### src/rtl/mem_stage.sv
// rtl/mem_stage.sv - MIPS MEM stage: EX->MEM register, load extract, MEM->WB bus
// Optional ID forwarding port is built only when MEM_BYPASS_EN is defined.
module mem_stage #(
    parameter int EX_TO_MEM_BUS_WD = 75,
    parameter int MEM_TO_WB_BUS_WD = 104
) (
    input  logic                        clk,
    input  logic                        reset,
    input  logic [EX_TO_MEM_BUS_WD-1:0] EX_to_MEM_bus,
    input  logic                        EX_to_MEM_valid,
    output logic                        MEM_allow_in,
    input  logic [31:0]                 data_sram_rdata,
    output logic [MEM_TO_WB_BUS_WD-1:0] MEM_to_WB_bus,
    output logic                        MEM_to_WB_valid,
    input  logic                        WB_allow_in,
    output logic [38:0]                 MEM_to_ID_fwd
);

    localparam logic [0:0] S_FRESH = 1'b0;
    localparam logic [0:0] S_HELD  = 1'b1;

    localparam logic [2:0] OP_LW  = 3'b000;
    localparam logic [2:0] OP_LB  = 3'b001;
    localparam logic [2:0] OP_LBU = 3'b010;
    localparam logic [2:0] OP_LH  = 3'b011;
    localparam logic [2:0] OP_LHU = 3'b100;

    logic                        r_valid;
    logic [EX_TO_MEM_BUS_WD-1:0] r_ex_bus;
    logic [0:0]                  r_state;
    logic [31:0]                 r_rdata_hold;

    logic        w_ready_go;
    logic        w_accept;
    logic [2:0]  w_load_op;
    logic [31:0] w_pc_plus_4;
    logic [31:0] w_alu_res;
    logic [4:0]  w_rf_w_addr;
    logic [1:0]  w_sel_rf_w_data;
    logic        w_sel_rf_w_en;
    logic [31:0] w_word;
    logic [7:0]  w_byte;
    logic [15:0] w_half;
    logic [31:0] w_load_data;

    assign w_ready_go      = 1'b1;
    assign MEM_allow_in    = ~r_valid | (w_ready_go & WB_allow_in);
    assign MEM_to_WB_valid = r_valid & w_ready_go;
    assign w_accept        = EX_to_MEM_valid & MEM_allow_in;

    always_ff @(posedge clk) begin
        if (reset) begin
            r_valid <= 1'b0;
        end else if (MEM_allow_in) begin
            r_valid <= EX_to_MEM_valid;
        end
    end

    always_ff @(posedge clk) begin
        if (reset) begin
            r_ex_bus <= '0;
        end else if (w_accept) begin
            r_ex_bus <= EX_to_MEM_bus;
        end
    end

    // The SRAM word is only valid during the first MEM cycle; capture it if the stage stalls.
    always_ff @(posedge clk) begin
        if (reset) begin
            r_state      <= S_FRESH;
            r_rdata_hold <= 32'd0;
        end else if (w_accept) begin
            r_state <= S_FRESH;
        end else if ((r_state == S_FRESH) && r_valid && !WB_allow_in) begin
            r_state      <= S_HELD;
            r_rdata_hold <= data_sram_rdata;
        end
    end

    assign w_load_op       = r_ex_bus[74:72];
    assign w_pc_plus_4     = r_ex_bus[71:40];
    assign w_alu_res       = r_ex_bus[39:8];
    assign w_rf_w_addr     = r_ex_bus[7:3];
    assign w_sel_rf_w_data = r_ex_bus[2:1];
    assign w_sel_rf_w_en   = r_ex_bus[0];

    assign w_word = (r_state == S_HELD) ? r_rdata_hold : data_sram_rdata;

    always_comb begin
        w_byte = w_word[7:0];
        case (w_alu_res[1:0])
            2'd0:    w_byte = w_word[7:0];
            2'd1:    w_byte = w_word[15:8];
            2'd2:    w_byte = w_word[23:16];
            default: w_byte = w_word[31:24];
        endcase
    end

    // Halfword select ignores off[0]; misalignment is trapped upstream.
    assign w_half = w_alu_res[1] ? w_word[31:16] : w_word[15:0];

    always_comb begin
        w_load_data = w_word;
        case (w_load_op)
            OP_LW:   w_load_data = w_word;
            OP_LB:   w_load_data = {{24{w_byte[7]}}, w_byte};
            OP_LBU:  w_load_data = {24'd0, w_byte};
            OP_LH:   w_load_data = {{16{w_half[15]}}, w_half};
            OP_LHU:  w_load_data = {16'd0, w_half};
            default: w_load_data = w_word;
        endcase
    end

    assign MEM_to_WB_bus = {w_pc_plus_4, w_alu_res, w_load_data,
                            w_rf_w_addr, w_sel_rf_w_data, w_sel_rf_w_en};

`ifdef MEM_BYPASS_EN
    logic        w_fwd_valid;
    logic        w_is_load;
    logic [31:0] w_fwd_data;

    assign w_fwd_valid = r_valid & w_sel_rf_w_en & (w_rf_w_addr != 5'd0);
    assign w_is_load   = (w_sel_rf_w_data == 2'b10);

    // Mirror the value WB will select for the register file write.
    always_comb begin
        w_fwd_data = w_alu_res;
        case (w_sel_rf_w_data)
            2'b10:   w_fwd_data = w_load_data;
            2'b01:   w_fwd_data = w_pc_plus_4 + 32'd4;
            2'b11:   w_fwd_data = 32'd0;
            default: w_fwd_data = w_alu_res;
        endcase
    end

    assign MEM_to_ID_fwd = {w_fwd_valid, w_rf_w_addr, w_fwd_data, w_is_load};
`else
    assign MEM_to_ID_fwd = 39'd0;
`endif

endmodule
### config.mk
export PLATFORM = sky130hd
export DESIGN_NAME = mem_stage
export DESIGN_NICKNAME = d
export VERILOG_FILES = /design/src/rtl/mem_stage.sv
export SDC_FILE = /design/constraint.sdc
export NUM_CORES = 1
export LEC_CHECK = 0
export ABC_CLOCK_PERIOD_IN_PS = 4200
export CORE_MARGIN = 3
export CORE_UTILIZATION = 35
export CTS_BUF_LIST = sky130_fd_sc_hd__clkbuf_8
export DETAILED_ROUTE_END_ITERATION = 8
export GPL_ROUTABILITY_DRIVEN = 0
export GPL_TIMING_DRIVEN = 0
export PLACE_DENSITY = 0.68
export SLEW_MARGIN = 20
export SYNTH_ARGS = -nofsm -noshare
export SYNTH_HDL_FRONTEND = slang
export SYNTH_SLANG_ARGS = --single-unit
### constraint.sdc
create_clock -name clk -period 4.2 [get_ports clk]
set_clock_uncertainty 0.2 [all_clocks]
set_input_delay 1.05 -clock clk [delete_from_list [all_inputs] [get_ports clk]]
set_output_delay 1.05 -clock clk [all_outputs]
set_load 0.02 [all_outputs]
==> summary.txt <==
Outcome: finished with violations
Failing checks: setup timing
Final Slew Violations: 0
GRT Residual Overflow: 0
Hold slack: 0.257 ns
Sw Share: 31.2%
CTS Root Cell: clkbuf_8
Number of global-route vias before repair: 5,380
Worst slew margin: 47.8%
Initial drt markers: 268
Fin util: 53.5%
Syn avg cell area: 7.91 µm²
Worst path slowest cell: mux4_2
Ratio of final minimum period to clock period: 100%
Layout cells sized above 1: 19.0%
Endpoints failing setup: 1
Worst EP arrival: 2.96 ns
Nets: 1,110
CTS tree: yes
Setup_tns: -0.00573 ns
CP required: 2.95 ns
Max VDD drop: 0.242 mV
Hold wc startpoint: r_ex_bus[42]
Post-DP HPWL: 13,700 µm
FFs w/ async S/R, synth: 0%
Number of max-cap violations: 0
CTS max path bufs: 2
DIE AREA: 0.0181 mm²
Maximum clock rate: 238 MHz
First-pass GRT wire length: 27,800 µm
PwrDens: 304 mW/mm²
Die W: 134 µm
Number of I/O pins: 256
Detailed-route wire length: 18,000 µm
IO Port Bufs: 215
Distinct cells, synth: 36
R2R depth: 7
Final Hold Vio Count: 0
Critical R2R Capture: r_rdata_hold[8]
Crit path cell chain: dlygate4sd2_1 -> mux2_4 -> mux4_2 -> a2bb2oi_4 -> buf_4 -> buf_8 -> o21ai_2 -> buf_2
Clock power share: 26.1%
Worst setup EP type: output port
Crit path kind: in2out
RSZ-0062 raised after global routing: yes
Post-synth EDFFs: 0
Vias: 5,563
Clock-pin slew on the worst setup and hold paths: 0.10 ns
Initial Util: 36.0%
GR Util All Layers: 19.4%
Pleak: 0.00356 µW
Synthesis-stage register bit count: 109
Ys flop type: dfxtp_1
Num CTS Buffers: 9
Clock Latency Late Sink: 0.38 ns
Remaining DRCs: 0
Placed cell area: 0.00833 mm²
Largest net degree at the start of global routing: 18
# diodes: 0
Critical Path Max Stage Delay: 0.53 ns
DRT antenna net count: 0
Int Pwr: 1790 µW
Synth warnings: 0
FF-to-FF Start: r_state
P_sw: 813 µW
CP Max Fanout: 6
Synthesized cell area: 0.00577 mm²
Post-route setup slack: -0.00573 ns
Worst-margin pin slew: 0.783 ns
Initial antenna violation count: 1
CP startpoint kind: primary input
Gate power share: 30.9%
Core ar.: 0.0160 mm²
Layout Area Growth over Synthesis: 48.5%
Hold crit path type: reg2reg
Final min period: 4.21 ns
R2r setup slk: 1.86 ns
H-tree levels: 3
Power Total: 2600 µW
Flop pwr share: 43.0%
Detailed Routing Iterations Pass 1: 5
Sequential area share after synthesis: 37.8%
CTS sink cnt: 109
Row count: 46
Finished Cell Area: 0.00856 mm²
Vias per std cell: 4.56
Die height: 134 µm
Drt wl/cell: 14.8 µm
Cells on Worst Hold Path: 2
Synth Instances: 729
WHS Endpoint: r_ex_bus[42]
[cell usage after synthesis, types with 2 or more instances]
cell type / number / share of area (%)
nand2b_1: 2 / 0.22
o221ai_1: 7 / 1.1
o21ai_2: 10 / 1.5
buf_4: 111 / 14
mux4_2: 9 / 3.5
nor2_1: 6 / 0.39
o211ai_1: 6 / 0.78
mux2i_1: 37 / 6.4
mux2_2: 9 / 1.8
inv_1: 4 / 0.26
buf_2: 6 / 0.52
clkbuf_1: 37 / 2.4
buf_1: 4 / 0.26
o21ai_0: 9 / 0.78
a21oi_1: 110 / 9.5
dfxtp_1: 109 / 38
nand2_1: 232 / 15
or2_2: 2 / 0.22
nor3b_1: 2 / 0.26
[cells in the final DEF, fill, tap and decap left out, types with 7 or more instances in the layout]
cell,netlist,routed
clkbuf_8,0,11
buf_2,6,12
o21ai_2,10,10
dfxtp_1,109,109
o21ai_0,9,9
buf_4,111,122
mux4_2,9,9
nand2_1,232,231
mux2i_1,37,36
o221ai_1,7,7
mux2_2,9,7
conb_1,1,39
a21oi_1,110,110
clkbuf_1,37,37
dlygate4sd2_1,0,16
clkdlybuf4s50_1,0,183
[repair_timing]
action	4_1_cts	5_1_grt
gates resized for setup	88	9
cloned	1	0
pin swaps	1	1
buffers inserted	5	1
setup endpoints to repair	30	13
hold buffers	0	0
[layer usage]
layer,share of wire (%),GRT usage (%),wire [µm],vias to the layer above
met5,0.039,0,7,-
met4,2.3,6.50,408,2
met3,12,9.19,2180,31
met2,46,31.8,8240,231
met1,40,22.3,7170,2502
li1,-,-,-,2797
[registers in the layout, indices dropped and copies added, names as in the netlist]
register,cells
r_ex_bus,75
r_state,1
MEM_to_WB_valid,1
r_rdata_hold,32
[how the worst max path moves through the flow]
stage / cells after the start / endpoint / from
after floorplan: 4 / MEM_to_WB_bus[25] / data_sram_rdata[15]
after global placement: 7 / MEM_to_WB_bus[31] / data_sram_rdata[23]
after detailed placement: 7 / MEM_to_WB_bus[31] / data_sram_rdata[23]
after CTS: 7 / MEM_to_WB_bus[38] / data_sram_rdata[23]
after global routing: 8 / MEM_to_WB_bus[37] / data_sram_rdata[23]
final: 8 / MEM_to_WB_bus[37] / data_sram_rdata[23]
[worst max-delay path: cells and delay by family]
kind                   cells  cell delay, ns
muxes                      2            0.83
buffers and inverters      4            0.76
AOI/OAI and AO/OA          2            0.32
[final cells by class]
type	instances	area, µm²
Timing Repair Buffer	222	2160
Inverter	5	18.8
Buffer	159	1030
Multi-Input combinational cell	493	2690
Fill cell	1605	7440
Clock inverter	5	58.8
Tap cell	216	270
Sequential cell	109	2180
Clock buffer	11	151
[per-stage QoR]
stage	instances	worst slack, ns
finish	1220	-0.00573
global route	1220	-0.0400
floorplan	767	0.628
CTS	1219	0.00154
global placement	1198	-0.555
detailed placement	1198	-0.558
[cell families after synthesis]
logic type,share of synthesized area (%)
simple gates,16.6
buf+inv,18.4
compound gates,14.8
flops,37.8
mux,12.0
xor+xnor,0.304
other cells,0.0650
[power by group through the flow]
stage               logic, µW  clock network [µW]  registers (µW)
finish                    805                 678            1120
global route              862                 739            1130
CTS                       803                 702            1120
detailed placement        822                   0            1140
global placement          821                   0            1140
floorplan                 465                   0            1130
(Power assumes the default switching activity.)
